## src/rtl/inc_pipe_pkg.sv

```systemverilog
// Shared constants and stage record for the inc_pipe two-stage incrementer.
// INC_PIPE_SAT_EN selects saturating increments and the ovf flag.
package inc_pipe_pkg;

    localparam int DEFAULT_WIDTH = 32;

    typedef struct packed {
        logic                     valid;
        logic [DEFAULT_WIDTH-1:0] x;
        logic [DEFAULT_WIDTH-1:0] y;
        logic [DEFAULT_WIDTH-1:0] z;
    } stage_t;

endpackage

```

## src/rtl/inc_pipe_stage.sv

```systemverilog
// One valid/ready register slice: forwards a pass-through lane and registers val+1.
// INC_PIPE_SAT_EN makes the increment saturate at all-ones and tracks overflow.
module inc_stage
    import inc_pipe_pkg::*;
#(
    parameter int WIDTH = DEFAULT_WIDTH,
    parameter int PW    = DEFAULT_WIDTH
)(
    input  logic             clk,
    input  logic             reset,
    input  logic             in_valid,
    output logic             in_ready,
    input  logic [PW-1:0]    in_pass,
    input  logic [WIDTH-1:0] in_val,
`ifdef INC_PIPE_SAT_EN
    input  logic             in_ovf,
    output logic             out_ovf,
`endif
    output logic             out_valid,
    input  logic             out_ready,
    output logic [PW-1:0]    out_pass,
    output logic [WIDTH-1:0] out_inc
);

    logic             advance;
    logic [WIDTH-1:0] inc_val;
`ifdef INC_PIPE_SAT_EN
    logic             sat;
`endif

    assign advance  = !out_valid || out_ready;
    assign in_ready = advance;

    always_comb begin
        inc_val = in_val + WIDTH'(1);
`ifdef INC_PIPE_SAT_EN
        sat = &in_val;
        if (sat) begin
            inc_val = in_val;
        end
`endif
    end

    // Data only loads with a valid sample so a drained slice keeps its last value.
    always_ff @(posedge clk) begin
        if (reset) begin
            out_valid <= 1'b0;
            out_pass  <= '0;
            out_inc   <= '0;
`ifdef INC_PIPE_SAT_EN
            out_ovf   <= 1'b0;
`endif
        end else if (advance) begin
            out_valid <= in_valid;
            if (in_valid) begin
                out_pass <= in_pass;
                out_inc  <= inc_val;
`ifdef INC_PIPE_SAT_EN
                out_ovf  <= in_ovf || sat;
`endif
            end
        end
    end

endmodule

```

## src/rtl/inc_pipe.sv

```systemverilog
// Two-stage pipeline producing (x, x+1, x+2) with valid/ready handshakes and a sample counter.
// Define INC_PIPE_SAT_EN for saturating arithmetic and the ovf output.
module inc_pipe
    import inc_pipe_pkg::*;
#(
    parameter int WIDTH = DEFAULT_WIDTH
)(
    input  logic             clk,
    input  logic             reset,
    input  logic             in_valid,
    output logic             in_ready,
    input  logic [WIDTH-1:0] in_x,
    output logic             out_valid,
    input  logic             out_ready,
    output logic [WIDTH-1:0] out_x,
    output logic [WIDTH-1:0] out_y,
    output logic [WIDTH-1:0] out_z,
`ifdef INC_PIPE_SAT_EN
    output logic             ovf,
`endif
    output logic [31:0]      count,
    output logic             busy
);

    logic               s1_valid;
    logic               s1_in_ready;
    logic               s2_in_ready;
    logic [WIDTH-1:0]   s1_x;
    logic [WIDTH-1:0]   s1_y;
    logic [2*WIDTH-1:0] s2_pass;
`ifdef INC_PIPE_SAT_EN
    logic               s1_ovf;
`endif

    assign in_ready = s1_in_ready && !reset;
    assign busy     = s1_valid || out_valid;
    assign out_x    = s2_pass[2*WIDTH-1:WIDTH];
    assign out_y    = s2_pass[WIDTH-1:0];

    // S1 holds x and y; S2 carries {x, y} through and adds z.
    inc_stage #(.WIDTH(WIDTH), .PW(WIDTH)) u_s1 (
        .clk       (clk),
        .reset     (reset),
        .in_valid  (in_valid),
        .in_ready  (s1_in_ready),
        .in_pass   (in_x),
        .in_val    (in_x),
`ifdef INC_PIPE_SAT_EN
        .in_ovf    (1'b0),
        .out_ovf   (s1_ovf),
`endif
        .out_valid (s1_valid),
        .out_ready (s2_in_ready),
        .out_pass  (s1_x),
        .out_inc   (s1_y)
    );

    inc_stage #(.WIDTH(WIDTH), .PW(2*WIDTH)) u_s2 (
        .clk       (clk),
        .reset     (reset),
        .in_valid  (s1_valid),
        .in_ready  (s2_in_ready),
        .in_pass   ({s1_x, s1_y}),
        .in_val    (s1_y),
`ifdef INC_PIPE_SAT_EN
        .in_ovf    (s1_ovf),
        .out_ovf   (ovf),
`endif
        .out_valid (out_valid),
        .out_ready (out_ready),
        .out_pass  (s2_pass),
        .out_inc   (out_z)
    );

    always_ff @(posedge clk) begin
        if (reset) begin
            count <= '0;
        end else if (in_valid && in_ready) begin
            count <= count + 32'd1;
        end
    end

endmodule
```

## config.mk

```make
export PLATFORM = sky130hd
export DESIGN_NAME = inc_pipe
export DESIGN_NICKNAME = d
export VERILOG_FILES = /design/src/rtl/inc_pipe_pkg.sv /design/src/rtl/inc_pipe_stage.sv /design/src/rtl/inc_pipe.sv
export SDC_FILE = /design/constraint.sdc
export NUM_CORES = 1
export LEC_CHECK = 0
export ABC_AREA = 1
export CAP_MARGIN = 40
export CORE_MARGIN = 2
export CORE_UTILIZATION = 48
export CTS_BUF_LIST = sky130_fd_sc_hd__clkbuf_8 sky130_fd_sc_hd__clkbuf_16
export DETAILED_ROUTE_END_ITERATION = 8
export GPL_TIMING_DRIVEN = 0
export PLACE_DENSITY = 0.74
export SKIP_LAST_GASP = 1
export SLEW_MARGIN = 20
export SYNTH_ARGS = -nofsm -noshare
export SYNTH_HDL_FRONTEND = slang
export SYNTH_SLANG_ARGS = --single-unit
export TNS_END_PERCENT = 50
```

## constraint.sdc

```tcl
create_clock -name clk -period 2.2 [get_ports clk]
set_clock_uncertainty 0.05 [all_clocks]
set_input_delay 0.22 -clock clk [delete_from_list [all_inputs] [get_ports clk]]
set_output_delay 0.22 -clock clk [all_outputs]
set_load 0.02 [all_outputs]
```

==> flow_metrics.py <==
metrics = {
    "clocking": {
        "numCtsBuffers": 17,
        "cts_tree": "yes",
        "root_buffer": "clkbuf_16",
        "htreeDepth": 4,
        "clockBufferDepth": 2,
        "ctsHoldBuffers": 0,
        "cts_setup_buffers": 0,
        "clk_latency_ns": 0.44,
        "cts.sinks": 194,
        "clk_pin_slew_ns": 0.07,
        "post_cts_resized": 0,
    },
    "synthesis": {
        "yosysMostFrequentCell": "nand2_1",
        "synth-adder-area-share": 0.00398,
        "async_reset_ff_frac": 0,
        "synth-edff-count": 0,
        "synth_compound_area_frac": 0.0941,
        "syn-num-nets": 1456,
        "muxShareOfSynthArea": 0,
        "ys_top_cells_by_count": "nand2_1 (335), nor2_1 (316), dfxtp_1 (194), inv_1 (141), nand3_1 (100)",
        "synth_ff_type": "dfxtp_1",
        "synth-xor-area-share": 0.0139,
        "yosys.area_share.simple": 0.386,
        "yosysTopAreaCellShare": 0.412,
        "synth-warning-count": 0,
        "synth_area_leaders": "dfxtp_1 (41%), nand2_1 (13%), nor2_1 (13%)",
        "synth.distinct_cells": 40,
        "syn_area_mm2": 0.00942,
        "syn_avg_cell_area_um2": 6.65,
        "ys_seq_area_frac": 0.412,
        "synth_top_family_by_area": "simple AND/OR/NAND/NOR gates",
        "synth.largest_area_cell": "dfxtp_1",
        "synth_seq_cells": 194,
        "synthCells": 1417,
    },
    "route": {
        "drt_iter0_drc": 915,
        "via_count": 9761,
        "ant_nets": 0,
        "drc": 0,
        "wl_per_cell_um": 17.0,
        "viasPerCell": 5.19,
        "drt_first_pass_iters": 5,
        "drt_wl_total_um": 31900,
    },
    "worst_hold_path": {
        "hold_class": "in -> reg",
    },
    "timing": {
        "hold_viol": 0,
        "fin_tns_setup_ns": 0,
        "worstMarginPinSlew_ns": 0.843,
        "setup_viol": 0,
        "finalCritPeriodShare": 0.928,
        "hold_slack_ns": 0.120,
        "slew_viol_final": 0,
        "finalCriticalPeriod_ns": 2.04,
        "rsz0062_at_grt": "false",
        "slew_headroom": 0.438,
        "fmax_ghz": 0.490,
    },
    "power_and_ir_drop": {
        "p_leak_nw": 4.97,
        "ir_drop_mv": 0.564,
        "sequentialPowerShare": 0.480,
        "power.switching_mw": 2.33,
        "combPwrFrac": 0.142,
        "power_mw": 7.97,
        "p_int_mw": 5.64,
        "powerDensity_mw_per_mm2": 666,
        "power_switching_share": 0.292,
        "clock_power_share": 0.378,
    },
    "global_route": {
        "overflow": 0,
        "grt_pass1_vias": 8985,
        "grt_max_degree": 19,
        "grt_pass1_wl_um": 49200,
        "antenna_found_initial": 0,
        "grt_usage": 0.313,
    },
    "cells_and_area": {
        "fin_area_mm2": 0.0120,
        "synthToLayoutAreaGrowth_pct": 27.0,
        "nets": 1640,
        "stdcell_count": 1879,
        "seq_area_mm2": 0.00388,
        "diodes": 0,
        "layout-drive-gt1-share": 0.0756,
        "multi_input_area_mm2": 0.00470,
        "nFillCells": 1852,
    },
    "setup_path": {
        "cp_slowest_cell": "clkdlybuf4s50_1",
        "cp_common_cell": "buf_2",
        "worstPathCellList": "buf_6, inv_6, buf_2, buf_2, nand2_1, inv_1, clkdlybuf4s50_1",
        "crit_buf_inv": 6,
        "crit_type": "in -> out",
        "crit_arrival_ns": 1.77,
        "slowest_delay_ns": 0.60,
        "critPathTopFamily": "buffers and inverters",
        "cp-end-kind": "output pin",
        "cp.required_ns": 1.93,
        "startpoint_type": "input port",
        "cp_max_fo": 10,
    },
    "floorplanning": {
        "rows": 51,
        "start_util": 0.487,
        "io_pins": 167,
        "dieArea_mm2": 0.0208,
        "die_w_um": 144,
        "chipHeight_um": 144,
        "coreArea_mm2": 0.0193,
    },
    "place": {
        "numPlacedInstances": 1847,
        "post_dp_cell_area_mm2": 0.0114,
        "routabilityCongestion": 0.958,
        "io_buffers": 165,
        "dp_hpwl_um": 24600,
    },
    "status": {
        "outcome": "completed",
    },
    "run": {
        "maxCapViolations": 0,
    },
}
[kinds of logic (layout without fill, tap and decap cells)]
group | after synthesis | in the layout
and+or+nand+nor | 840 | 840
buffers and inverters | 203 | 400
DFF | 194 | 194
AOI/OAI and AO/OA | 162 | 162
xor gates and xnor gates | 15 | 15
adders and majority gates | 3 | 3
[tightest hold or removal path, stage by stage]
cell and delay, ns:
buf_6 0.14, o21ai_0 0.09, o21ai_0 0.07, inv_1 0.04
[registers in the layout (all words and copies together) (netlist names)]
register        count
count              32
u_s1.out_inc       32
u_s1.out_pass      32
u_s1.out_valid      1
u_s2.out_inc       32
u_s2.out_pass      64
u_s2.out_valid      1
[routing by layer]
metal / vias up / routed length (µm) / GRT usage
li1: 4827 / - / -
met1: 4506 / 13900 / 0.404
met2: 363 / 15300 / 0.535
met3: 65 / 1830 / 0.0447
met4: 0 / 898 / 0.107
met5: - / 0 / 0
[final cells by class]
cell class,instances,area share
Buffer,56,0.0238
Clock buffer,18,0.0367
Clock inverter,14,0.0102
Multi-Input combinational cell,1020,0.392
Timing Repair Buffer,165,0.138
Sequential cell,194,0.324
Inverter,147,0.0467
Tap cell,265,0.0277
[placed cells by master, fill, tap and decap left out, drive strengths merged]
cell type        n
nor3            25
xor2             6
nand2          345
ha               3
o211ai           8
a31oi           10
or2              1
nand3b           2
nor3b            1
dfxtp          194
clkdlybuf4s50  165
clkinvlp         1
nand3          106
o211a            1
nor2           345
and2             2
clkbuf          37
xnor2            9
a211oi          11
inv            153
o21bai           3
clkinv           7
nand4           11
o21ai           92
a21oi           37
nor2b            2
buf             37
[path summary, 6_finish.rpt]
check,start,end,slack [ns],cells after the start
worst max register to register,u_s1.out_inc[1]$_SDFFE_PP0P_,u_s2.out_inc[28]$_SDFFE_PP0P_,0.38,8
worst max-delay path,reset,in_ready,0.16,7
worst min register to register,u_s1.out_pass[7]$_SDFFE_PP0P_,u_s2.out_pass[39]$_SDFFE_PP0P_,0.41,2
worst min-delay path,reset,u_s1.out_inc[3]$_SDFFE_PP0P_,0.12,4
[through the flow]
step                worst slack (ns)   util
global route                  0.0594  0.619
detailed placement            0.0512  0.590
CTS                            0.156  0.619
floorplan                      0.616      -
global placement              0.0514  0.590
finish                         0.159  0.619
[power by group through the flow]
stage / logic, mW / clock network [mW] / registers, mW
final: 1.14 / 3.01 / 3.83
after global routing: 1.24 / 3.16 / 3.84
after CTS: 1.13 / 3.02 / 3.82
after detailed placement: 1.13 / 0 / 3.90
after global placement: 1.12 / 0 / 3.90
after floorplan: 0.502 / 0 / 3.99
(Power assumes the default switching activity.)
